--- src/rtl/xfer_arbiter_if.sv ---
// Handshake and status bundle between the row-transfer arbiter and its
// surroundings: per-core ready/done, remote req/ack, grant/select, error.
interface xfer_arbiter_if;
  logic [1:0] ready;
  logic       ack;
  logic       clr_err;
  logic       req;
  logic [1:0] gnt;
  logic       sel;
  logic [1:0] done;
  logic       busy;
  logic       timeout_err;

  // Arbiter side: owns the request, grant and status outputs.
  modport master (
    input  ready, ack, clr_err,
    output req, gnt, sel, done, busy, timeout_err
  );

  // Environment side: sources, remote core and error supervisor.
  modport slave (
    output ready, ack, clr_err,
    input  req, gnt, sel, done, busy, timeout_err
  );
endinterface

--- src/rtl/xfer_arbiter.sv ---
// Round-robin arbiter for the shared inter-core row-transfer link.
// Picks one ready source, holds the data mux for a settle pause, then runs a
// four-phase req/ack handshake with the remote core under a timeout.
module xfer_arbiter #(
  parameter int unsigned SETUP_CYC = 4,
  parameter int unsigned TIMEOUT   = 255,
  parameter int unsigned CNT_W     = 8
) (
  input  logic           clk,
  input  logic           reset,
  xfer_arbiter_if.master link
);

  typedef enum logic [1:0] {IDLE, SETUP, WAIT, RELEASE} state_t;

  localparam logic [CNT_W-1:0] CNT_ONE      = CNT_W'(1);
  localparam logic [CNT_W-1:0] SETUP_LAST   = CNT_W'(SETUP_CYC - 1);
  localparam logic [CNT_W-1:0] TIMEOUT_LAST = CNT_W'(TIMEOUT - 1);
  localparam bit               TIMEOUT_EN   = (TIMEOUT != 0);

  state_t           state_reg, state_next;
  logic [CNT_W-1:0] cnt_reg, cnt_next;
  logic             last_reg, last_next;
  logic             sel_reg, sel_next;
  logic             err_reg, err_next;
  logic [1:0]       done_reg, done_next;
  logic             grant_active;

  // State register; last starts at 1 so core 0 wins the first contention.
  always_ff @(posedge clk or negedge reset) begin
    if (!reset) begin
      state_reg <= IDLE;
      cnt_reg   <= '0;
      last_reg  <= 1'b1;
      sel_reg   <= 1'b0;
      err_reg   <= 1'b0;
      done_reg  <= 2'b00;
    end else begin
      state_reg <= state_next;
      cnt_reg   <= cnt_next;
      last_reg  <= last_next;
      sel_reg   <= sel_next;
      err_reg   <= err_next;
      done_reg  <= done_next;
    end
  end

  // Next-state logic: arbitration, settle count, handshake and timeout.
  always_comb begin
    state_next = state_reg;
    cnt_next   = cnt_reg;
    last_next  = last_reg;
    sel_next   = sel_reg;
    err_next   = err_reg;
    done_next  = 2'b00;

    // Clear first so that a timeout in the same cycle overrides it.
    if (link.clr_err) err_next = 1'b0;

    case (state_reg)
      IDLE: begin
        if (link.ready != 2'b00) begin
          sel_next   = (link.ready == 2'b11) ? ~last_reg : link.ready[1];
          cnt_next   = '0;
          state_next = SETUP;
        end
      end
      SETUP: begin
        if (cnt_reg == SETUP_LAST) begin
          cnt_next   = '0;
          state_next = WAIT;
        end else begin
          cnt_next = cnt_reg + CNT_ONE;
        end
      end
      WAIT: begin
        // An ack on the expiry cycle still counts as a good transfer.
        if (link.ack) begin
          done_next  = sel_reg ? 2'b10 : 2'b01;
          last_next  = sel_reg;
          state_next = RELEASE;
        end else if (TIMEOUT_EN && (cnt_reg == TIMEOUT_LAST)) begin
          err_next   = 1'b1;
          last_next  = sel_reg;
          state_next = RELEASE;
        end else begin
          cnt_next = cnt_reg + CNT_ONE;
        end
      end
      RELEASE: begin
        if (!link.ack) state_next = IDLE;
      end
      default: state_next = IDLE;
    endcase
  end

  assign grant_active = (state_reg == SETUP) || (state_reg == WAIT);

  // One-hot grant decoded from the registered select.
  generate
    for (genvar gi = 0; gi < 2; gi++) begin : g_gnt
      assign link.gnt[gi] = grant_active && (sel_reg == 1'(gi));
    end
  endgenerate

  assign link.req         = (state_reg == WAIT);
  assign link.sel         = sel_reg;
  assign link.done        = done_reg;
  assign link.busy        = (state_reg != IDLE);
  assign link.timeout_err = err_reg;

endmodule

--- src/flat_wrapper.sv ---
// flat-port wrapper written by rule: the top's interface ports become plain ports
module xfer_arbiter_flat 
#(
  parameter int unsigned SETUP_CYC = 4,
  parameter int unsigned TIMEOUT   = 255,
  parameter int unsigned CNT_W     = 8
)
  (clk, reset, link_ready, link_ack, link_clr_err, link_req, link_gnt, link_sel, link_done, link_busy, link_timeout_err);
  xfer_arbiter_if link_i ();
  input  logic clk;
  input  logic reset;
  input wire logic [$bits(link_i.ready)-1:0] link_ready;
  input wire logic [$bits(link_i.ack)-1:0] link_ack;
  input wire logic [$bits(link_i.clr_err)-1:0] link_clr_err;
  output wire logic [$bits(link_i.req)-1:0] link_req;
  output wire logic [$bits(link_i.gnt)-1:0] link_gnt;
  output wire logic [$bits(link_i.sel)-1:0] link_sel;
  output wire logic [$bits(link_i.done)-1:0] link_done;
  output wire logic [$bits(link_i.busy)-1:0] link_busy;
  output wire logic [$bits(link_i.timeout_err)-1:0] link_timeout_err;
  assign link_i.ready = link_ready;
  assign link_i.ack = link_ack;
  assign link_i.clr_err = link_clr_err;
  assign link_req = link_i.req;
  assign link_gnt = link_i.gnt;
  assign link_sel = link_i.sel;
  assign link_done = link_i.done;
  assign link_busy = link_i.busy;
  assign link_timeout_err = link_i.timeout_err;
  xfer_arbiter #(.SETUP_CYC(SETUP_CYC), .TIMEOUT(TIMEOUT), .CNT_W(CNT_W)) u_core (.clk(clk), .reset(reset), .link(link_i));
endmodule
--- config.mk ---
export PLATFORM = sky130hd
export DESIGN_NAME = xfer_arbiter_flat
export DESIGN_NICKNAME = d
export VERILOG_FILES = /design/src/rtl/xfer_arbiter_if.sv /design/src/rtl/xfer_arbiter.sv /design/src/flat_wrapper.sv
export SDC_FILE = /design/constraint.sdc
export NUM_CORES = 1
export LEC_CHECK = 0
export CAP_MARGIN = 5
export CORE_MARGIN = 4
export CORE_UTILIZATION = 35
export DETAILED_ROUTE_END_ITERATION = 10
export PLACE_DENSITY_LB_ADDON = 0.05
export SLEW_MARGIN = 20
export SYNTH_ARGS = -nofsm -noshare
export SYNTH_HDL_FRONTEND = slang
export SYNTH_SLANG_ARGS = --single-unit
--- constraint.sdc ---
create_clock -name clk -period 3.2 [get_ports clk]
set_clock_uncertainty 0.1 [all_clocks]
set_input_delay 0.48 -clock clk [delete_from_list [all_inputs] [get_ports clk]]
set_output_delay 0.48 -clock clk [all_outputs]
set_load 0.005 [all_outputs]
# Yosys cells after proc, flatten, opt, wreduce, memory -nomap -nowiden
# Cells that the tools add are included.
dict set report word_totals {
  in_bits 6
  out_inout_bits 8
  wordCells 54
  register_bits 15
}
dict set report op_classes {
  mux 21
  n_reduce_logical 12
  n_eq_ne 12
  bitwise 2
  add_sub_neg 1
}
# op count
set ops {}
lappend ops {{$mux 8} 4}
lappend ops {{$pmux 8 s3} 1}
lappend ops {{$mux 2} 8}
lappend ops {{$add 8x1->8 const B} 1}
lappend ops {{$eq 8x2->1 const B} 1}
lappend ops {{$eq 8x8->1 const B} 1}
lappend ops {{$pmux 2 s4} 1}
lappend ops {{$reduce_and 4->1} 2}
lappend ops {{$mux 1} 7}
lappend ops {{$eq 2x2->1 const B} 3}
lappend ops {{$ne 2x2->1 const B} 3}
lappend ops {{$reduce_bool 2->1} 3}
lappend ops {{$ne 2x1->1 const B} 2}
lappend ops {{$reduce_and 2->1} 2}
lappend ops {{$ne 3x2->1 const B} 1}
lappend ops {{$reduce_bool 3->1} 1}
lappend ops {{$eq 2x1->1 const B} 1}
lappend ops {{$logic_and 1x1->1} 2}
lappend ops {{$logic_not 2->1} 1}
lappend ops {{$not 1->1} 2}
lappend ops {{$logic_or 1x1->1} 1}

# Longest topological paths before layout
# Gate-level depths: netlist (run 1).
dict set report logic_depth {
  ltp_word 4
  depth_mapped 7
  ltp_nobuf 6
}

# Least setup slack after synthesis (run 1)
# OpenSTA, ideal clock, no wires.
dict set report synth_path {
  kind {register to register}
  start {reg u_core.state_reg[0]}
  end {reg u_core.cnt_reg[0]}
  required_time_ns 2.975
  setup_slack_ns 1.215
  t_arrival_ns 1.761
  setup_time_ns 0.125
  synth_period_minus_slack_ns 1.985
  stages_incl_launch_ff 7
  cell_sequence {dfrtp_1 > inv_1 > ha_1 > or4_1 > o21ai_2 > nor2_1 > mux2_2}
}
dict set report synth_between {
  elab_chain_len 3
}
# element line_no
set synth_lines {}
lappend synth_lines {{start, declared} xfer_arbiter.sv:21} ;# state_t state_reg, state_next;
lappend synth_lines {{start signal, assigned} xfer_arbiter.sv:39} ;# state_reg <= state_next;
lappend synth_lines {{$eq 2x2->1 *} --}
lappend synth_lines {{net link_req} flat_wrapper.sv:15} ;# output wire logic [$bits(link_i.req)-1:0] link_req;
lappend synth_lines {{$ne 2x2->1 (no line) / $reduce_bool 3->1 (equally long branches)} --}
lappend synth_lines {{$reduce_and 4->1 (no line)} --}
lappend synth_lines {{end signal, assigned} xfer_arbiter.sv:40} ;# cnt_reg <= cnt_next;
lappend synth_lines {{end, declared} xfer_arbiter.sv:22} ;# logic [CNT_W-1:0] cnt_reg, cnt_next;
# Mark *: on every way through the listed nets, which the timed path passes. The rest lies on a longest branch.
# A chain may end at the register's enable or synchronous reset.

# Worst setup path in the final report (run 1)
dict set report layout_path {
  start {reg u_core.state_reg[1]}
  end {out link_gnt[0]}
}
dict set report layout_between {
  elab_chain_len 3
}
# element line_no
set layout_lines {}
lappend layout_lines {{$eq 2x1->1 / $eq 2x2->1 (equally long branches)} xfer_arbiter.sv:97} ;# assign grant_active = (state_reg == SETUP) || (state_reg == WAIT);
lappend layout_lines {{$logic_or 1x1->1 *} xfer_arbiter.sv:97}
lappend layout_lines {{$logic_and 1x1->1 *} xfer_arbiter.sv:102} ;# assign link.gnt[gi] = grant_active && (sel_reg == 1'(gi));
lappend layout_lines {{end, declared} flat_wrapper.sv:16} ;# output wire logic [$bits(link_i.gnt)-1:0] link_gnt;
# Mark *: on every way between the ends. The rest lies on a longest branch, timed or not.

==> results of run 1 <==
-- worst register-to-register path, delay by kind of cell, from the launching register on --
| kind | cells | cell delay [ns] |
|---|---|---|
| buffers and inverters | 1 | 0.14 |
| AO/OA/AOI/OAI | 1 | 0.50 |
| multiplexers | 1 | 0.30 |
| flip-flops | 1 | 0.42 |
| adder cells (fa/ha/maj) | 1 | 0.34 |
| AND/OR/NAND/NOR | 2 | 0.36 |
-- per-stage QoR --
step           power, uW  instance area (um^2)  instances  hold slack, ns   util
2_1_floorplan        193                   928         91          0.0844      -
3_3_place_gp         204                  1090        133           0.415  0.437
3_5_place_dp         204                  1090        133           0.406  0.437
4_1_cts              315                  1120        137           0.440  0.448
5_1_grt              327                  1120        137           0.467  0.448
6_report             307                  1120        137           0.433  0.448
-- power groups by stage --
stage               Clock [uW]  Combinational [uW]  Sequential (uW)
global placement             0                10.8              193
CTS                        114                11.2              189
floorplan                    0               0.286              193
global route               126                12.0              190
detailed placement           0                11.2              193
finish                     107                10.7              189
-- placed cells by master (no fill, tap or decap), drive strengths merged, types with 2 or more instances in the layout --
| cell | Yosys | routed |
|---|---|---|
| a21o | 2 | 2 |
| o32ai | 2 | 2 |
| nand4 | 3 | 3 |
| a22o | 3 | 3 |
| or4 | 3 | 3 |
| inv | 7 | 7 |
| clkbuf | 0 | 3 |
| nand3 | 6 | 6 |
| nand2 | 8 | 8 |
| ha | 8 | 8 |
| o21a | 2 | 2 |
| o21ai | 3 | 3 |
| nor2 | 6 | 6 |
| clkdlybuf4s50 | 0 | 13 |
| mux2 | 3 | 3 |
| nor2b | 2 | 2 |
| dfrtp | 14 | 14 |
-- kinds of logic (layout without fill, tap and decap cells) --
logic type	after synthesis	in the layout
DFF	15	15
adders and majority gates	8	8
muxes	3	3
and+or+nand+nor	34	34
AOI/OAI and AO/OA	22	22
buffers and inverters	9	25
-- routing by layer --
layer	vias up	track usage	share of wire
met5	-	0	0
met4	0	0.0253	0.012
met3	4	0.0501	0.044
met2	14	0.184	0.44
met1	352	0.186	0.50
li1	371	-	-
-- worst max path at each step --
stage	startpoint	end	slack, ns	cells after the start
6_report	u_core.state_reg[1]	link_gnt[0]	0.82	4
5_1_grt	u_core.state_reg[1]	link_gnt[1]	0.69	4
4_1_cts	u_core.state_reg[1]	link_gnt[0]	0.79	4
3_5_place_dp	link_ready[0]	u_core.cnt_reg[0]	0.82	5
3_3_place_gp	link_ready[1]	u_core.cnt_reg[0]	0.87	5
2_1_floorplan	u_core.state_reg[0]	u_core.cnt_reg[0]	1.21	6
-- final cells by class --
| cell class | count | area [um^2] | share of cell area |
|---|---|---|---|
| flip-flops and latches | 15 | 377 | 0.336 |
| multi-input cells | 67 | 515 | 0.460 |
| clock buffers | 3 | 22.5 | 0.0201 |
| inverters | 7 | 26.3 | 0.0234 |
| well taps | 30 | 37.5 | 0.0335 |
| repair buffers | 14 | 138 | 0.123 |
| clock inverters | 1 | 5.00 | 0.00446 |
==> results by group, run 1 <==
Worst setup path
  • Worst Setup End Kind: primary output
  • Worst R2R Path Depth: 6
  • Crit path DAT: 1.80 ns
  • Reg2reg end: u_core.cnt_reg[0]
  • Highest net fanout along the worst path: 5
  • Setup crit start kind: flop
  • Worst path cell trace: inv_1 > ha_1 > nor2b_1 > clkdlybuf4s50_1
  • Top delay family on crit path: buffers and inverters
  • WP buf/inv: 2
  • Max incr delay on CP: 0.51 ns
  • Flop2flop setup slack: 0.92 ns
  • Data required time of the critical path: 2.62 ns
  • RR Startpoint: u_core.state_reg[0]
  • CP max stage cell: clkdlybuf4s50_1
  • Crit Path Class: reg2out

Routing
  • ANT nets after route: 0
  • Initial DRC count: 19
  • Post-Route WL: 1.97 mm
  • Via density: 5.41
  • Drt first pass iters: 4
  • Wire per inst: 14.4 um
  • DRC: 0
  • Vias: 741

Pwr
  • Lkg Pwr: 0.000431 uW
  • PD cells: 274 mW/mm^2
  • Clk network pwr share: 0.349
  • Pint: 241 uW
  • Sequential fraction of design power: 0.617
  • Psw: 65.8 uW
  • Sw Ratio: 0.214
  • VDD IR max: 0.280 mV
  • Logic pwr share: 0.035

Synthesis
  • Post-synthesis cell type count: 35
  • Top FF cell, synth: dfrtp_1
  • Cell accounting for the most synthesized area: dfrtp_1
  • Synth Cell Area: 928 um^2
  • Post-synth net total: 105
  • Xor/xnor share of the synthesized area: 0
  • Number of synthesized flops with an enable pin: 0
  • Mux contribution to synthesized area: 0.0404
  • Count leader, synth: dfrtp_1
  • Synthesis Warnings: 0
  • Ranking of synthesized cells by area: dfrtp_1 38%, ha_1 11%, nand3_1 3.2%
  • Register area share after synthesis: 0.406
  • Top cells by instance count after synthesis: 14 x dfrtp_1, 8 x ha_1, 8 x nand2_1
  • Area share of the largest cell type after synthesis: 0.377
  • Post-synthesis compound-gate area fraction: 0.206
  • Yosys reg bits: 15
  • FFs w/ async S/R, synth: 1.00
  • Post-Synth Adder-Cell Area: 0.108
  • Combinational family with the most area after synthesis: compound AO/OA/AOI/OAI gates
  • Syn avg cell area: 10.2 um^2
  • Post-Synth Simple-Gate Area: 0.201
  • Mapped Cells: 91

Timing
  • Crit path time final: 2.38 ns
  • Period utilization: 0.743
  • FMAX: 0.421 GHz
  • Rel. slew slack: 0.551
  • RSZ-0062 raised after global routing: no
  • Post-route setup slack: 0.824 ns
  • Final setup vio count: 0
  • Least-Margin Pin Slew: 0.671 ns
  • Max-slew violations: 0
  • Hold violation count in the final report: 0
  • Setup TNS: 0 ns

CTS
  • Worst-path clk slew: 0.09 ns
  • Post-CTS Resized: 0
  • H-tree depth: 1
  • Clock buffer depth: 2
  • CTS buffer count: 3
  • Clock Sinks: 15
  • Clk Tree Root Cell: clkbuf_4
  • CTS tree: yes
  • Setup bufs post-CTS: 0
  • Clk_lat worst skew: 0.28 ns
  • Post-cts hold buffer count: 0

Min path
  • Hold Crit Endpoint: u_core.link.timeout_err
  • Hold Crit Start: u_core.link.timeout_err
  • Hold Path Depth: 2
  • Tightest Hold Check Type: reg2reg

Floorplanning
  • Rows: 18
  • Initial Util: 0.371
  • Die width: 59.5 um
  • Core ar.: 0.00250 mm^2
  • Die ar.: 0.00354 mm^2
  • Die Y: 59.5 um
  • Io pins: 14

Layout
  • Layout cells sized above 1: 0.121
  • NumNets Final: 122
  • Area grow syn2layout: 20.8%
  • FILL cells: 241
  • Diode count: 0
  • Max reg flops: 8

Status
  • Status: finished clean

Global routing
  • Largest net degree at the start of global routing: 16
  • Vias in the first global route: 724
  • Initial antenna violation count: 0
  • Global-route wire length before repair: 3.48 mm
  • GRT Total Usage: 0.129
  • Total grt overflow: 0

Placed design
  • Dpl hpwl: 1.53 mm
  • PortBufs: 13
  • GPL Wtd Cong: 0.772
  • Dpl ws: 0.821 ns

Job
  • Max_cap viols: 0
Power figures use the tool's default switching activity.
==> run 2: changes to the inputs <==
==> constraint.sdc (replaced) <==
create_clock -name clk -period 2 [get_ports clk]
set_clock_uncertainty 0.1 [all_clocks]
set_input_delay 0.3 -clock clk [delete_from_list [all_inputs] [get_ports clk]]
set_output_delay 0.3 -clock clk [all_outputs]
set_load 0.005 [all_outputs]
==> run 2 against run 1 <==
Net effect: the run now ends with setup timing left; wire length grew 21%; sequential power is 60% higher; count of clock-buffer cells in the layout stayed put; register-to-register slack got worse by 0.97 ns; final area is 35% higher; critical endpoint is now u_core.cnt_reg[2].
==> results by group, run 2 (synthesized netlist as in run 1, its figures left out) <==
Status
  • Status: complete, but fails checks
  • Failing checks: setup timing

Global routing
  • Initial antenna violation count: 0
  • GRT Total Usage: 0.149
  • Total grt overflow: 0
  • Global-route wire length before repair: 3.97 mm
  • Largest net degree at the start of global routing: 16
  • Vias in the first global route: 837

Routing
  • Initial DRC count: 25
  • ANT nets after route: 0
  • Wire per inst: 14.1 um
  • Via density: 5.25
  • Post-Route WL: 2.39 mm
  • Vias: 892
  • DRC: 0
  • Drt first pass iters: 4

Floorplanning
  • Initial Util: 0.371
  • Rows: 18
  • Io pins: 14
  • Core ar.: 0.00250 mm^2
  • Die width: 59.5 um
  • Die ar.: 0.00354 mm^2
  • Die Y: 59.5 um

Worst setup path
  • CP max stage cell: or4_4
  • Worst Setup End Kind: flop
  • Setup crit start kind: flop
  • Flop2flop setup slack: -0.05 ns
  • Worst path cell trace: buf_6 > ha_4 > or4_4 > o21ai_4 > buf_6 > o21bai_1 > a22o_1
  • RR Startpoint: u_core.state_reg[1]
  • Data required time of the critical path: 2.09 ns
  • Worst R2R Path Depth: 7
  • Reg2reg end: u_core.cnt_reg[2]
  • Highest net fanout along the worst path: 6
  • Crit path DAT: 2.14 ns
  • Most used cell, CP: buf_6
  • Max incr delay on CP: 0.44 ns
  • Crit Path Class: reg2reg

Timing
  • FMAX: 0.488 GHz
  • Final hold slack: 0.195 ns
  • Period utilization: 1.02
  • Post-route setup slack: -0.0483 ns
  • Rel. slew slack: 0.826
  • Hold violation count in the final report: 0
  • Crit path time final: 2.05 ns
  • Least-Margin Pin Slew: 0.260 ns
  • RSZ-0062 raised after global routing: yes
  • Final setup vio count: 4
  • Max-slew violations: 0

CTS
  • Worst-path clk slew: 0.11 ns
  • CTS tree: yes
  • Clk Tree Root Cell: clkbuf_4
  • Clk_lat worst skew: 0.30 ns
  • Clock Sinks: 15
  • CTS buffer count: 3
  • Post-cts hold buffer count: 0
  • H-tree depth: 1
  • Clock buffer depth: 2

Layout
  • Diode count: 0
  • NumNets Final: 155
  • Layout cells sized above 1: 0.443
  • Area grow syn2layout: 62.5%
  • Finished Cell Area: 0.00151 mm^2
  • Commonest non-fill, non-tap cell in the layout: buf_4
  • Max reg flops: 8
  • Most frequent cells in the layout: 29 x buf_4, 14 x dfrtp_1, 9 x clkdlybuf4s50_1
  • Final design utilization: 0.604

Pwr
  • PD cells: 340 mW/mm^2
  • Pwr Total: 514 uW
  • VDD IR max: 0.386 mV
  • Lkg Pwr: 0.000641 uW

Placed design
  • GPL Wtd Cong: 0.821
  • Placed instance area: 0.00128 mm^2
  • PortBufs: 13
  • Dpl hpwl: 1.76 mm

Min path
  • Tightest Hold Check Type: in2async

Job
  • Max_cap viols: 0
[run 2: cell count changes in the layout (fill, tap and decap cells not counted), sizes merged]
cell	change
clkdlybuf4s50	-4
buf	+33
clkdlybuf4s15	+1
dlygate4sd2	+1
dlymetal6s2s	+1
clkbuf	+1
[run 2: per-layer routing]
metal / track usage / vias to the layer above / wire [um]
li1: - / 438 / -
met1: 0.216 / 430 / 1160
met2: 0.214 / 17 / 1100
met3: 0.0392 / 7 / 89
met4: 0.0475 / 0 / 43
met5: 0 / - / 0
[run 2: area by class of cell]
class / instances / area [um^2]
repair buffers: 47 / 418
well taps: 30 / 37.5
inverters: 7 / 28.8
multi-input cells: 67 / 621
clock inverters: 1 / 5.00
fillers: 205 / 991
clock buffers: 3 / 22.5
flip-flops and latches: 15 / 377
[run 2: critical path: cells and delay by family (launching register included)]
| family | cells | cell delay, ns |
|---|---|---|
| flip-flops | 1 | 0.43 |
| AND/OR/NAND/NOR | 1 | 0.44 |
| buffers and inverters | 2 | 0.28 |
| AO/OA/AOI/OAI | 3 | 0.52 |
| adder cells (fa/ha/maj) | 1 | 0.17 |
[run 2: what timing repair did]
item,4_1_cts,5_1_grt
buffers inserted,3,5
setup endpoints to repair,11,9
pin swaps,3,8
resized for setup,20,14
[run 2: report_power, final]
| group | leakage [uW] | internal (uW) | switching (uW) |
|---|---|---|---|
| sequential | 0.000180 | 303 | 0.0000000000000234 |
| combinational | 0.000443 | 12.7 | 9.41 |
| clock | 0.0000177 | 74.7 | 114 |
[run 2: how the worst max path moves through the flow]
stage | start | end | slack [ns] | cells after the start
4_1_cts | u_core.state_reg[1] | u_core.cnt_reg[2] | -0.05 | 7
6_report | u_core.state_reg[1] | u_core.cnt_reg[2] | -0.05 | 7
5_1_grt | u_core.cnt_reg[0] | u_core.state_reg[1] | -0.12 | 5
2_1_floorplan | u_core.state_reg[0] | u_core.cnt_reg[0] | 0.01 | 6
3_3_place_gp | link_ready[1] | u_core.state_reg[1] | -0.04 | 5
3_5_place_dp | u_core.state_reg[0] | u_core.cnt_reg[2] | -0.10 | 7
[run 2: per-stage QoR]
step | instances | worst slack (ns) | TNS (ns)
final | 170 | -0.0483 | -0.0777
after global routing | 170 | -0.120 | -0.442
after CTS | 165 | -0.0473 | -0.109
after detailed placement | 158 | -0.104 | -0.418
after global placement | 158 | -0.0356 | -0.127
after floorplan | 91 | 0.0146 | 0
